===== src/rtl/sdram_write_pkg.sv =====
`default_nettype none
// ============================================================================
// Module   : sdram_write_pkg
// Brief    : Shared SDRAM constants: command encodings, address/bus widths
//            and the one-hot state codes of the write-burst engine.
// Revision : 1.0 - initial release
// ============================================================================
package sdram_write_pkg;

    // Bus widths shared by the init, refresh, read and write engines
    localparam int c_ADDR_W = 12;
    localparam int c_BANK_W = 2;
    localparam int c_DQ_W   = 16;
    localparam int c_CMD_W  = 4;
    localparam int c_ROW_W  = 12;
    localparam int c_COL_W  = 8;

    // A10 selects auto-precharge on WRITE and all-bank on PRECHARGE
    localparam int c_A10 = 10;
    localparam logic [c_ADDR_W-1:0] c_ADDR_PRE_ALL = 12'h400;

    // Commands as {cs_n, ras_n, cas_n, we_n}
    localparam logic [c_CMD_W-1:0] c_CMD_NOP = 4'b0111;
    localparam logic [c_CMD_W-1:0] c_CMD_ACT = 4'b0011;
    localparam logic [c_CMD_W-1:0] c_CMD_WR  = 4'b0100;
    localparam logic [c_CMD_W-1:0] c_CMD_PRE = 4'b0010;

    // One-hot write-engine states
    localparam int c_ST_W = 6;
    typedef logic [c_ST_W-1:0] wr_state_t;
    localparam wr_state_t c_ST_IDLE = 6'b000001;
    localparam wr_state_t c_ST_ACT  = 6'b000010;
    localparam wr_state_t c_ST_TRCD = 6'b000100;
    localparam wr_state_t c_ST_WR   = 6'b001000;
    localparam wr_state_t c_ST_PRE  = 6'b010000;
    localparam wr_state_t c_ST_TRP  = 6'b100000;

endpackage
`default_nettype wire


===== src/rtl/sdram_write.sv =====
`default_nettype none
// ============================================================================
// Module   : sdram_write
// Brief    : SDRAM write-burst engine. Requests the bus on a trigger, then
//            ACTIVE -> back-to-back BL WRITE bursts -> PRECHARGE, pulling data
//            from a show-ahead FIFO. Yields to refresh and row ends at burst
//            boundaries and resumes from the saved row/column.
//            T_RCD and T_RP must be at least 2.
// Revision : 1.0 - initial release
// ============================================================================
module sdram_write
    import sdram_write_pkg::*;
#(
    parameter int BURST_LEN    = 4,
    parameter int T_RCD        = 2,
    parameter int T_RP         = 2,
    parameter int TOTAL_BURSTS = 8,
    parameter int COL_W        = c_COL_W,
    parameter int ROW_W        = c_ROW_W
) (
    input  logic                clk,
    input  logic                rst,
    input  logic                wr_trig_i,
    input  logic                wr_en_i,
    input  logic                ref_req_i,
    output logic                wr_req_o,
    output logic                flag_wr_end_o,
    output logic [c_CMD_W-1:0]  wr_cmd_o,
    output logic [c_ADDR_W-1:0] wr_addr_o,
    output logic [c_BANK_W-1:0] wr_bank_o,
    output logic [c_DQ_W-1:0]   wr_dq_o,
    output logic                wr_dq_oe_o,
    output logic                wr_data_req_o,
    input  logic [c_DQ_W-1:0]   wr_data_i
);

    // Shared wait counter covers tRCD, tRP and the beat index
    localparam int c_CNT_MAX = (BURST_LEN > T_RCD) ?
                               ((BURST_LEN > T_RP) ? BURST_LEN : T_RP) :
                               ((T_RCD > T_RP) ? T_RCD : T_RP);
    localparam int c_CNT_W  = $clog2(c_CNT_MAX + 1);
    localparam int c_BCNT_W = $clog2(TOTAL_BURSTS + 1);

    localparam logic [c_CNT_W-1:0]  c_BEAT_LAST = c_CNT_W'(BURST_LEN - 1);
    localparam logic [c_CNT_W-1:0]  c_TRCD_LAST = c_CNT_W'(T_RCD - 2);
    localparam logic [c_CNT_W-1:0]  c_TRP_LAST  = c_CNT_W'(T_RP - 2);
    localparam logic [c_BCNT_W-1:0] c_BURSTS    = c_BCNT_W'(TOTAL_BURSTS);
    localparam logic [COL_W-1:0]    c_COL_STEP  = COL_W'(BURST_LEN);

    wr_state_t              state_q, state_d;
    logic [c_CNT_W-1:0]     cnt_q, cnt_d;
    logic [COL_W-1:0]       col_q, col_d;
    logic [ROW_W-1:0]       row_q, row_d;
    logic [c_BCNT_W-1:0]    burst_q, burst_d;
    logic                   job_q, job_d;

    logic [c_CMD_W-1:0]     cmd_q, cmd_d;
    logic [c_ADDR_W-1:0]    addr_q, addr_d;
    logic [c_BANK_W-1:0]    bank_q, bank_d;
    logic [c_DQ_W-1:0]      dq_q, dq_d;
    logic                   oe_q, oe_d;
    logic                   flag_q, flag_d;

    logic                   w_last_beat;
    logic [COL_W-1:0]       w_col_next;
    logic                   w_col_wrap;
    logic [c_BCNT_W-1:0]    w_burst_next;
    logic                   w_job_full;
    logic                   w_trp_done;
    logic                   w_data_req;

    assign w_last_beat  = (state_q == c_ST_WR) && (cnt_q == c_BEAT_LAST);
    assign w_col_next   = col_q + c_COL_STEP;
    assign w_col_wrap   = (w_col_next == '0);
    assign w_burst_next = burst_q + c_BCNT_W'(1);
    assign w_job_full   = (w_burst_next == c_BURSTS);
    assign w_trp_done   = (state_q == c_ST_TRP) && (cnt_q == c_TRP_LAST);

    // State, datapath counters and registered outputs
    always_ff @(posedge clk) begin
        if (rst) begin
            state_q <= c_ST_IDLE;
            cnt_q   <= '0;
            col_q   <= '0;
            row_q   <= '0;
            burst_q <= '0;
            job_q   <= 1'b0;
            cmd_q   <= c_CMD_NOP;
            addr_q  <= '0;
            bank_q  <= '0;
            dq_q    <= '0;
            oe_q    <= 1'b0;
            flag_q  <= 1'b0;
        end else begin
            state_q <= state_d;
            cnt_q   <= cnt_d;
            col_q   <= col_d;
            row_q   <= row_d;
            burst_q <= burst_d;
            job_q   <= job_d;
            cmd_q   <= cmd_d;
            addr_q  <= addr_d;
            bank_q  <= bank_d;
            dq_q    <= dq_d;
            oe_q    <= oe_d;
            flag_q  <= flag_d;
        end
    end

    // Next state plus job/address/burst bookkeeping
    always_comb begin
        state_d = state_q;
        cnt_d   = cnt_q;
        col_d   = col_q;
        row_d   = row_q;
        burst_d = burst_q;
        job_d   = job_q;

        // A trigger only counts when idle with nothing pending
        if ((state_q == c_ST_IDLE) && !job_q && wr_trig_i) begin
            job_d = 1'b1;
        end

        case (state_q)
            c_ST_IDLE: begin
                cnt_d = '0;
                if (job_q && wr_en_i) begin
                    state_d = c_ST_ACT;
                end
            end
            c_ST_ACT: begin
                state_d = c_ST_TRCD;
                cnt_d   = '0;
            end
            c_ST_TRCD: begin
                if (cnt_q == c_TRCD_LAST) begin
                    state_d = c_ST_WR;
                    cnt_d   = '0;
                end else begin
                    cnt_d = cnt_q + c_CNT_W'(1);
                end
            end
            c_ST_WR: begin
                if (w_last_beat) begin
                    // Burst boundary: the only place the access may end
                    cnt_d   = '0;
                    col_d   = w_col_next;
                    burst_d = w_burst_next;
                    if (w_col_wrap) begin
                        row_d = row_q + ROW_W'(1);
                    end
                    if (w_job_full || ref_req_i || w_col_wrap) begin
                        state_d = c_ST_PRE;
                    end
                end else begin
                    cnt_d = cnt_q + c_CNT_W'(1);
                end
            end
            c_ST_PRE: begin
                state_d = c_ST_TRP;
                cnt_d   = '0;
            end
            c_ST_TRP: begin
                if (w_trp_done) begin
                    state_d = c_ST_IDLE;
                    cnt_d   = '0;
                    // Only a finished job releases the request
                    if (burst_q == c_BURSTS) begin
                        job_d   = 1'b0;
                        burst_d = '0;
                    end
                end else begin
                    cnt_d = cnt_q + c_CNT_W'(1);
                end
            end
            default: begin
                state_d = c_ST_IDLE;
                cnt_d   = '0;
            end
        endcase
    end

    // Output decode from the upcoming state so registered outputs line up with it
    always_comb begin
        cmd_d      = c_CMD_NOP;
        addr_d     = addr_q;
        bank_d     = '0;
        dq_d       = dq_q;
        oe_d       = 1'b0;
        flag_d     = w_trp_done;
        w_data_req = 1'b0;

        case (state_d)
            c_ST_ACT: begin
                cmd_d  = c_CMD_ACT;
                addr_d = c_ADDR_W'(row_q);
            end
            c_ST_WR: begin
                // Show-ahead FIFO: the beat is pulled and registered in one go
                oe_d       = 1'b1;
                w_data_req = !rst;
                dq_d       = wr_data_i;
                if (cnt_d == '0) begin
                    cmd_d         = c_CMD_WR;
                    addr_d        = c_ADDR_W'(col_d);
                    addr_d[c_A10] = 1'b0;
                end
            end
            c_ST_PRE: begin
                cmd_d  = c_CMD_PRE;
                addr_d = c_ADDR_PRE_ALL;
            end
            default: begin
                cmd_d = c_CMD_NOP;
            end
        endcase
    end

    assign wr_req_o      = job_q;
    assign flag_wr_end_o = flag_q;
    assign wr_cmd_o      = cmd_q;
    assign wr_addr_o     = addr_q;
    assign wr_bank_o     = bank_q;
    assign wr_dq_o       = dq_q;
    assign wr_dq_oe_o    = oe_q;
    assign wr_data_req_o = w_data_req;

endmodule
`default_nettype wire


===== config.mk =====
export PLATFORM = sky130hd
export DESIGN_NAME = sdram_write
export DESIGN_NICKNAME = d
export VERILOG_FILES = /design/src/rtl/sdram_write_pkg.sv /design/src/rtl/sdram_write.sv
export SDC_FILE = /design/constraint.sdc
export NUM_CORES = 1
export LEC_CHECK = 0
export ABC_CLOCK_PERIOD_IN_PS = 6000
export CORE_ASPECT_RATIO = 0.5
export CORE_MARGIN = 2
export CORE_UTILIZATION = 40
export DETAILED_ROUTE_END_ITERATION = 8
export PLACE_DENSITY = 0.63
export REMOVE_ABC_BUFFERS = 1
export SLEW_MARGIN = 20
export SYNTH_ARGS = -nofsm -noshare
export SYNTH_HDL_FRONTEND = slang
export SYNTH_SLANG_ARGS = --single-unit
export TNS_END_PERCENT = 10

===== constraint.sdc =====
create_clock -name clk -period 6 [get_ports clk]
set_clock_uncertainty 0.1 [all_clocks]
set_input_delay 1.2 -clock clk [delete_from_list [all_inputs] [get_ports clk]]
set_output_delay 1.2 -clock clk [all_outputs]
set_load 0.01 [all_outputs]

# Word-level counts from Yosys, hierarchy flattened

Index checks and enable logic that the tools add are counted.

Bits in registers: 68
Input port bits: 21
Logic and storage cells: 74

Add/subtract/negate cells: 4
Equal/unequal tests: 16
Mux-type cells: 26
Reduce and logical (&&, ||, !) cells: 17

Operators with widths:

| cell                  | count |
|---|---|
| $pmux 12 s3           | 1 |
| $pmux 6 s6            | 1 |
| $mux 6                | 5 |
| $pmux 3 s3            | 2 |
| $mux 8                | 2 |
| $add 12x1->12 const B | 1 |
| $eq 6x2->1 const B    | 2 |
| $eq 6x4->1 const B    | 2 |
| $eq 6x5->1 const B    | 2 |
| $mux 12               | 1 |
| $mux 4                | 3 |
| $mux 3                | 3 |
| $add 8x3->8 const B   | 1 |
| $eq 4x4->1 const B    | 2 |
| $logic_not 8->1       | 1 |
| $pmux 4 s2            | 1 |
| $eq 6x1->1 const B    | 1 |
| $eq 6x3->1 const B    | 1 |
| $eq 6x6->1 const B    | 1 |
| $logic_not 3->1       | 2 |
| $mux 1                | 6 |
| $ne 2x2->1 const B    | 3 |
| $logic_and 1x1->1     | 5 |
| $add 4x1->4 const B   | 1 |
| 11 further kinds      | 13 |

# Logic depth before layout (Yosys ltp)

Depth after elaboration: 10
Gate-level depth with buffers: 10
Mapped depth without buffers: 8

# Worst setup path after synthesis

OpenSTA, ideal clock, no wires.

Path type: register to output
Start point: register state_q[2]
End point: output port wr_data_req_o
Data arrival time: 2.270 ns
Required time: 4.700 ns
Setup slack: 2.430 ns
Stages on the path, launching flop included: 9
Buffers on the path: 3
Cells stage by stage: dfxtp_1 > buf_6 > or4_4 > maj3_2 > a21o_1 > or2_1 > buf_6 > clkbuf_1 > nor3_1

Word-level cells in the longest chain between the ends: 6
Elaborated cells on any way between the ends: 16
Those cells by class: eq/ne (7); mux (7); reduce/logical (2)

RTL lines:

| what                                        | RTL line                                                 | RTL |
|---|---|---|
| start: declaration                          | sdram_write.sv:50                                        | `wr_state_t state_q, state_d;` |
| start signal: assignment                    | sdram_write.sv:82                                        | `state_q <= c_ST_IDLE;` |
| start signal: assignment                    | sdram_write.sv:95                                        | `state_q <= state_d;` |
| $eq 6x6->1 or $eq 6x4->1 (tied branches)    | sdram_write.sv:77, sdram_write.sv:124, sdram_write.sv:72 |  |
| $logic_and 1x1->1, on equally long branches | sdram_write.sv:77, sdram_write.sv:72                     |  |
| $mux 6, on equally long branches            | sdram_write.sv:164, sdram_write.sv:144                   |  |
| $pmux 6 s6 (*)                              | sdram_write.sv:124                                       | `case (state_q)` |
| $eq 6x4->1 (*)                              | sdram_write.sv:193                                       | `case (state_d)` |
| $mux 1 (*)                                  | sdram_write.sv:193                                       |  |
| end: declaration                            | sdram_write.sv:33                                        | `output logic wr_data_req_o,` |

Every way passes the cells marked *; elsewhere a longest branch is shown, timed or not.

# Worst setup path after layout

Start point: input port ref_req_i
End point: output port wr_data_req_o

Word-level cells in the longest chain between the ends: 7

RTL lines:

| what                          | RTL line           | RTL |
|---|---|---|
| start: declaration            | sdram_write.sv:25  | `input logic ref_req_i,` |
| $logic_or 1x1->1 (2 in a row) | sdram_write.sv:152 | `if (w_job_full \|\| ref_req_i \|\| w_col_wrap) begin` |
| $mux 6                        | sdram_write.sv:152 |  |
| $mux 6                        | sdram_write.sv:144 | `if (w_last_beat) begin` |
| $pmux 6 s6                    | sdram_write.sv:124 |  |
| $eq 6x4->1                    | sdram_write.sv:193 |  |
| $mux 1                        | sdram_write.sv:193 |  |

Every way passes these cells.

==> impl_results.md <==
* #FFs+latches synth at 65
* Clock-pin slew on the worst setup and hold paths at about 0.05 ns
* Gr ovfl total at 0
* Initial DRC Count at ~230
* DRT antenna net count at 0
* Synth Area in Adders at under 10%
* Fin crit share at between 70% and 80%
* Number of synthesized flops with an enable pin at 0
* Final Wtd Congestion at roughly 0.79
* Critical path's most frequent cell: clkdlybuf4s50_1
* Share of cells above drive strength 1 at 7.463%
* Slew Limit Fails at 0
* Family with the most delay on the worst path: buffers and inverters
* Sequential area share after synthesis at roughly 44%
* Simple-gate share of the synthesized area at a little under a quarter
* Final nets at around 430
* Antenna diode count at 0
* Number of global-route vias before repair at around 2.5k
* Worst Path Required at roughly 4.7 ns
* Cell Count, Final, Fillers Out at about 500
* Power share of the clock group at between 40% and 50%
* Maximum VDD drop at about 0.00017 V
* Switch share at about a quarter
* Tot GR Track Use at between 10% and 20%
* Largest family of logic cells by synthesized area: simple AND/OR/NAND/NOR gates
* Synth async-reset ratio at 0%
* Switching pwr at between 0.2 and 0.25 mW
* Gate count of the mapped netlist at 349
* Pwr/cell area at ~260 nW/um^2
* DP HPWL at 4966 microns
* Synth-to-Final Area Change at 29.08%
* Synthesized area per cell at 8.432 sq um
* Complex-gate fraction of the synthesized area at about a fifth
* Dpl ws at 1.568 ns
* Number of max-cap violations at 0
* Clock sinks at between 60 and 70
* Deepest clock path buffer count at 2
* Final setup viols at 0
* Area of the multi-input gates at about 1500 sq um
* FMAX at approximately 220 MHz
* Crit path cell chain: clkdlybuf4s50_1, nor4_1, and4_1, nor2_1, buf_4, nor3_1, clkdlybuf4s50_1
* Vias at between 2k and 3k
* Internal at roughly 0.75 mW
* Io pins at 59
* Startpoint Class: primary input
* Slew @ Worst Pin at around 0.85 ns
* RSZ-0062 raised after global routing: no
* Slew headroom at 41.53%
* Crit path buf inv count at 3
* Most common cell in the synthesized netlist: dfxtp_1
* Core area at roughly 7200 sq um
* Area contributors post-synth: dfxtp_1, a21oi_1, nor2_1, nand3_1, o21ai_0
* Synth unique cells at 55
* Worst-Skew Late Latency at ~0.32 ns
* Worst hold path class: flip-flop to flip-flop
* Root Buffer: clkbuf_16
* Post-Route WL at 7044 microns
* Initial Utilization at between 40% and 50%
* Fillers at 701
* Logic pwr share at around 7.6%
* Post-synth top area cell: dfxtp_1
* Lkg Pwr at about 1.3 nW
* Crit path largest cell delay at 0.56 ns
* Worst Setup SP: ref_req_i
* Synth Flop Type: dfxtp_1
* CP max-delay cell: clkdlybuf4s50_1
* Crit-path max FO at 25
* Placed cell count at 482
* Top cells by count, synth: dfxtp_1, nor2_1, a21oi_1, nand2_1, nand3_1
* Status: finished, final reports clean
* Final hold violations at 0
* TNS Setup at 0 ns
* Design Power at between 0.9 and 1 mW
* Post-CTS sizing at 0
* Mux cell area share after synthesis at less than 1%
* Kind of critical path: primary input to output port
* Die Footprint at approximately 8100 sq um
* Height of the die at between 60 and 70 microns
* CP endpoint kind: output port
* YS warnings at 0
* Router iterations before antenna repair at 4
* Setup ws final at 1.546 ns
* FF+latch area at 1301 sq um
* Largest net degree at the start of global routing at 64
* Worst r2r src: state_q[5]
* Post-Synthesis Cell Area at between 2000 and 3000 sq um
* Seq pwr share at around 45%
* Drt wl/cell at about 14 microns
* Cts bufs inserted at 9
* CTS Hold Bufs at 0
* CTS tree: built
* Min-delay src: cnt_q[0]
* Row cnt at 22
* Arr. time, crit path at 3.15 ns
* Min Tclk post-route at about 4.5 ns
* Port bufs at 55
* Initial antenna violation count at 0
* First-pass GRT wire length at 12150 microns
* CTS H-Tree Depth at 3
* Post-CTS setup buffer count at 0
* Die width at approximately 130 microns
* Vias/cell at between 5 and 6
* XOR/XNOR Fraction of Synth Area at under 10%
* Top cell type's share of synthesized area at 44.22%
* # DRC at 0
## flip-flops by register name (all words and copies together), names as in the netlist
name,count
wr_dq_o,16
row_q,12
wr_addr_o,12
col_q,6
state_q,6
burst_q,4
cnt_q,3
wr_cmd_o,3
flag_wr_end_o,1
wr_dq_oe_o,1
wr_req_o,1
## power groups by stage
stage          logic [mW]  registers [mW]  clock network (mW)
4_1_cts            0.0741           0.442               0.472
2_1_floorplan      0.0308           0.453                   0
3_5_place_dp       0.0738           0.451                   0
6_report           0.0741           0.442               0.462
5_1_grt            0.0810           0.443               0.498
3_3_place_gp       0.0733           0.451                   0
## kinds of logic (layout without fill, tap and decap cells)
logic type	Yosys count	in the layout
AND/OR/NAND/NOR	137	137
flip-flops	65	65
AO/OA/AOI/OAI	88	88
multiplexers	2	2
buffers and inverters	32	83
XOR/XNOR	16	16
adder cells (fa/ha/maj)	8	8
other	1	3
## placed cells by master, fill, tap and decap left out, types with 2 or more instances in the layout
cell type        synthesis  routed
nor2_1                  38      38
nor3_1                   9       9
mux2i_1                  2       2
nand2_1                 26      26
xnor2_1                  5       5
a211oi_1                 6       6
ha_1                     7       7
nand4_1                 10      10
o21ai_0                 23      23
or4b_2                   2       2
buf_4                    3       4
clkinvlp_4               0       2
or2_2                    2       2
a311oi_1                 2       2
nor2b_1                  6       6
nor4b_1                  2       2
clkinv_2                 0       3
a2111oi_0                2       2
o221a_2                  3       3
nand3_1                 24      24
and3_1                   3       3
or3_1                    4       4
dfxtp_1                 65      65
nor4_1                   3       3
conb_1                   1       3
inv_1                    8       8
clkdlybuf4s50_1          0      54
xor2_1                  11      11
and2_1                   2       2
clkbuf_16                0       9
a21oi_1                 30      30
clkinv_4                 0       2
o211ai_1                 6       6
## layer usage
| layer | global-route usage [%] | part of all wire (%) | up-vias |
|---|---|---|---|
| li1 | - | - | 1342 |
| met1 | 23.83 | 47 | 1265 |
| met3 | 6.028 | 6.0 | 2 |
| met2 | 30.43 | 46 | 81 |
| met5 | 0 | 0 | - |
| met4 | 3.889 | 0.41 | 0 |
## path summary, 6_finish.rpt
kind                   endpoint  slack, ns  cells after the start
setup / recovery  wr_data_req_o       1.55                      7
hold / removal         cnt_q[0]       0.37                      1
setup reg to reg   wr_addr_o[7]       3.09                      4
hold reg to reg        cnt_q[0]       0.37                      1
## area by class of cell
class,count,area share [%]
clock inverter,7,1.252
multi-input combinational,254,39.46
sequential,65,34.26
timing repair buffer,59,15.15
clock buffer,9,5.929
inverter,8,0.7905
tap,96,3.162
## metrics by stage
stage               hold WS (ns)  util [%]  area, sq um
floorplan                 0.3297         -         2830
global placement          0.3456     48.70         3526
detailed placement        0.3645     48.70         3526
CTS                       0.3763     52.47         3799
global route              0.4040     52.47         3799
finish                    0.3670     52.47         3799
(Power assumes the default switching activity.)
==> variant 1, RTL diff (config.mk and constraints unchanged) <==
Register the output `flag_wr_end_o` once more, without a reset; this adds one clock of latency there. The other outputs are not delayed to match.
--- a/src/rtl/sdram_write.sv
+++ b/src/rtl/sdram_write.sv
@@ -219,3 +219,5 @@
     assign wr_req_o      = job_q;
-    assign flag_wr_end_o = flag_q;
+    always_ff @(posedge clk) begin
+        flag_wr_end_o <= flag_q;
+    end
     assign wr_cmd_o      = cmd_q;
Check against the original RTL: same outputs for any inputs over 10 cycles, from zero or initial values and one cycle with rst high; that may be too few to reach the edited logic, so the function may still have changed.
==> variant 1 against the unedited design <==
Worst setup slack improved by 27 ps. Area after synthesis rose by 0.68%. Via count rose by 0.82%. Clock power rose by 17%. First-iteration DRC count fell by 3.9%. Largest power group unchanged. Register-to-register slack improved by 40 ps. Core utilization rose by 0.88 points. Design area rose by 1.7%. Sequential cell count rose by 1. Non-clock buffer count did not move. Total power rose by 9.1%. Count of clock-buffer cells in the layout rose by 4. Wire length rose by 4.6%.
==> variant 1: results (changes against the unedited design) <==
status=complete, no violations; dpl cell area=3550 um^2 (+0.57%); Hold EP=flag_wr_end_o; max reg flops=16 (unchanged); initial antenna violation count=0 (unchanged); Wirelength per Cell=14.8 um (+4.4%); slew margin rel.=40.6% (-0.89 points); first-pass GRT wire length=12.6 mm (+3.5%); sequential area share after synthesis=44.6% (+0.38 points); fraction of registers with async set or reset after synthesis=0% (unchanged); largest net degree at the start of global routing=64 (unchanged); top cells by area, synth=dfxtp_1 (45%), a21oi_1 (5.1%), nor2_1 (4.8%); hold_sp=flag_q; Root Driver=clkbuf_16; YS warnings=0 (unchanged); crit path DAT=3130 ps (-20 ps); worst hold path type=flip-flop to flip-flop; Clock Pin Slew Worst Setup and Hold Paths=50 ps (about the same); met3 WL=482 um (+15%); R2R cell count=7 (+3); FF-to-FF setup slack=3130 ps (+40 ps); TritonCTS buffer count=9 (unchanged); number of global-route vias before repair=2646 (+5.5%); LEAKAGE=1.36 nW (+2.2%); Synth Flop Type=dfxtp_1; Top Metal Used=met4; Final Wtd Congestion=0.838 (+6.1%); Resized Gates After CTS=0 (unchanged); Setup violations, final=0 (unchanged); Setup Buffers After CTS=0 (unchanged); Iteration-0 DRC Markers=223 (-3.9%); synth cell count leaders=dfxtp_1 (66), nor2_1 (38), a21oi_1 (30); max incr delay on CP=580 ps (+20 ps); Routed met1 length=3.54 mm (+5.8%); crit-path leading delay family=simple AND/OR/NAND/NOR gates; hpwl dp=5.02 mm (+1.1%); 1st-pass router iterations=4 (unchanged); htree depth=3 (unchanged); CP max stage cell=clkdlybuf4s50_1; Hold Path Stages=0 (-1); fraction of final layout cells with drive strength greater than 1=7.20% (-0.27 points); Final #Nets=426 (+0.24%); Max Fanout on Critical Path=29 (+16%); worst-case clock buffer depth=2 (unchanged); Worst R2R End=wr_addr_o[3]; gr usage total=19.7% (+1.2 points); R2R Path Start=state_q[2]; via count=2712 (+0.82%); Antenna Cells=0 (unchanged); maximum VDD drop=0.146 mV (-12%); fillers=664 (-5.3%); number of I/O port buffers=55 (unchanged); metal2 WL=3.26 mm (+0.22%); Yosys cell types=55 (unchanged)
==> variant 1: cell count changes in the layout (fill, tap and decap cells not counted), sizes merged <==
cell / unedited run / this run
clkinvlp: 2 / 1
bufinv: 0 / 1
clkinv: 5 / 1
clkbuf: 9 / 13
dfxtp: 65 / 66
==> variant 1: logic make-up after synthesis <==
| kind of cell | count (synthesis) | synth area share (%) |
|---|---|---|
| AND/OR/NAND/NOR | 137 | 22.9 |
| AO/OA/AOI/OAI | 88 | 18.5 |
| flip-flops | 66 | 44.6 |
| buffers and inverters | 32 | 5.07 |
| XOR/XNOR | 16 | 4.73 |
| adder cells (fa/ha/maj) | 8 | 3.34 |
| multiplexers | 2 | 0.676 |
| other | 1 | 0.127 |
==> variant 1: stage by stage <==
step / hold slack [ps] / instances / setup slack [ps] / power [mW] / utilization (%)
after floorplan: 210 / 328 / 2320 / 0.490 / -
after global placement: 215 / 483 / 1650 / 0.533 / 49.0
after detailed placement: 215 / 483 / 1630 / 0.534 / 49.0
after CTS: 226 / 499 / 1560 / 1.08 / 53.4
after global routing: 237 / 499 / 1420 / 1.11 / 53.4
final: 226 / 499 / 1570 / 1.07 / 53.4
==> variant 1: how the worst max path moves through the flow <==
stage | end | depth (start not counted) | slack, ps | startpoint
global route | wr_data_req_o | 7 | 1420 | state_q[2]
floorplan | wr_data_req_o | 5 | 2320 | wr_en_i
global placement | wr_data_req_o | 6 | 1650 | ref_req_i
CTS | wr_data_req_o | 7 | 1560 | state_q[2]
finish | wr_data_req_o | 7 | 1570 | state_q[2]
detailed placement | wr_data_req_o | 6 | 1630 | ref_req_i
==> variant 1: metal layers <==
layer | up-vias | track usage, %
met4 | 0 | 8.33
met5 | - | 0
met2 | 73 | 30.5
met3 | 12 | 6.85
met1 | 1285 | 25.0
li1 | 1342 | -
==> variant 1: where the power goes <==
| part | leakage [nW] | switching (mW) | internal (mW) |
|---|---|---|---|
| sequential | 0.533 | 0.00451 | 0.444 |
| clock | 0.152 | 0.186 | 0.356 |
| combinational | 0.680 | 0.0443 | 0.0319 |
| total | 1.36 | 0.235 | 0.832 |
==> variant 1: cell type report <==
| cell class | count | area (um^2) | share of cell area [%] |
|---|---|---|---|
| Clock buffer | 13 | 270 | 7.00 |
| Tap cell | 96 | 120 | 3.11 |
| Inverter | 8 | 30.0 | 0.777 |
| Sequential cell | 66 | 1320 | 34.2 |
| Clock inverter | 3 | 46.3 | 1.20 |
| Multi-Input combinational cell | 254 | 1500 | 38.8 |
| Timing Repair Buffer | 59 | 576 | 14.9 |
==> variant 2, RTL diff (same settings) <==
Without the edit above. The package constant `c_COL_W` goes from 8 to 12.
--- a/src/rtl/sdram_write_pkg.sv
+++ b/src/rtl/sdram_write_pkg.sv
@@ -15,3 +15,3 @@
     localparam int c_ROW_W  = 12;
-    localparam int c_COL_W  = 8;
+    localparam int c_COL_W  = 12;
 
Check against the original RTL: same outputs for any inputs over 10 cycles, from zero or initial values and one cycle with rst high; that may be too few to reach the edited logic, so the function may still have changed.
==> variant 2 against the unedited design <==
Area after synthesis rose by 11%. Sequential share of layout area down 0.86 points. Global-route usage down 0.79 points. Sequential cell count increased by 4. Total power increased by 2.1%. Synthesized cell count increased by 12%. Wire length increased by 5.6%. Count of clock-buffer cells in the layout grew 2. Clock power is 5.0% higher. Worst setup slack gained 180 ps. Design area up 8.9%. Largest power group unchanged.
==> variant 2: results (changes against the unedited design) <==
dpl cells=541 (+12%); met2 Use GR=29.3% (-1.1 points); Iteration-0 DRC Markers=143 (-38%); fillers=801 (+14%); Net Sw Frac=22.3% (-1.3 points); number of global-route vias before repair=2590 (+3.3%); cell count after synthesis=391 (+12%); R2R Path Start=state_q[0]; fraction of final layout cells with drive strength greater than 1=8.54% (+1.1 points); status=complete, no violations; synth cell count leaders=nand2_1 (72), dfxtp_1 (69), nor2_1 (47); area grow syn2layout=26.9%; FF-to-FF setup slack=3140 ps (+50 ps); maximum VDD drop=0.147 mV (-11%); Setup WS pre-CTS=1740 ps (+177 ps); Max Fanout on Critical Path=11 (-56%); Resized Gates After CTS=0 (unchanged); first-pass GRT wire length=12.4 mm (+1.7%); Yosys cell types=59 (+7.3%); Routed Wire Length=7.44 mm (+5.6%); gr usage total=17.6% (-0.79 points); hpwl dp=4.97 mm (about the same); met3 usage=6.74% (+0.71 points); hold_ws=351 ps (-16.2 ps); Worst-Margin Slew=864 ps (+9.48 ps); Final #Nets=468 (+10%); sequential area share after synthesis=42.4% (-1.8 points); GR Util met1=21.5% (-2.3 points); Synth Flop Type=dfxtp_1; top cells by area, synth=dfxtp_1 (42%), nand2_1 (8.3%), nor2_1 (5.4%); Hold EP=wr_dq_o[4]; largest net degree at the start of global routing=68 (+6.3%); worst hold path type=flip-flop to flip-flop; Worst R2R End=wr_cmd_o[1]; LEAKAGE=1.47 nW (+10%); hold_sp=wr_dq_o[4]; R2R cell count=8 (+4); via count=2789 (+3.7%); crit path DAT=2970 ps (-180 ps); 1st-pass router iterations=4 (unchanged); Final Wtd Congestion=0.802 (+1.5%); Hold Path Stages=2 (+1); dpl cell area=3860 um^2 (+9.4%); CP max stage cell=clkdlybuf4s50_1; final cell count without fillers=557 (+12%)
-- variant 2: how the worst max path moves through the flow --
| stage | slack (ps) | cells after the start | startpoint | endpoint |
|---|---|---|---|---|
| detailed placement | 1740 | 7 | ref_req_i | wr_data_req_o |
| CTS | 1720 | 7 | ref_req_i | wr_data_req_o |
| finish | 1730 | 7 | ref_req_i | wr_data_req_o |
| global route | 1570 | 9 | cnt_q[0] | wr_data_req_o |
| global placement | 1740 | 7 | ref_req_i | wr_data_req_o |
| floorplan | 2490 | 4 | ref_req_i | wr_data_req_o |
-- variant 2: cell families (layout without fill, tap and decap cells) --
group,Yosys count,count (layout),share of synthesized area (%)
and+or+nand+nor,183,183,27.2
adders and majority gates,7,7,2.69
other,1,3,0.115
muxes,8,8,2.46
DFF,69,69,42.4
buffers and inverters,33,85,4.99
xor gates and xnor gates,19,19,5.11
AOI/OAI and AO/OA,71,71,15.1
-- variant 2: worst max-delay path: cells and delay by family --
family	cells	cell delay (ps)
AO/OA/AOI/OAI	1	90
buffers and inverters	3	1190
AND/OR/NAND/NOR	3	480
-- variant 2: area by class of cell --
cell class | instances | share of cell area, %
multi-input combinational | 291 | 41.7
sequential | 69 | 33.4
timing repair buffer | 59 | 13.9
clock buffer | 11 | 5.87
tap | 112 | 3.39
inverter | 10 | 0.907
clock inverter | 5 | 0.877
-- variant 2: metal layers --
layer,part of all wire [%],vias to the layer above
met5,0,-
met4,1.0,0
met3,7.2,9
met2,44,71
met1,47,1269
li1,-,1440
-- variant 2: power by group through the flow --
stage                     Sequential [mW]  Combinational (mW)  Clock [mW]
after global placement              0.475              0.0486           0
after CTS                           0.465              0.0486       0.498
after floorplan                     0.476              0.0189           0
after global routing                0.466              0.0531       0.522
after detailed placement            0.475              0.0484           0
final                               0.465              0.0482       0.485
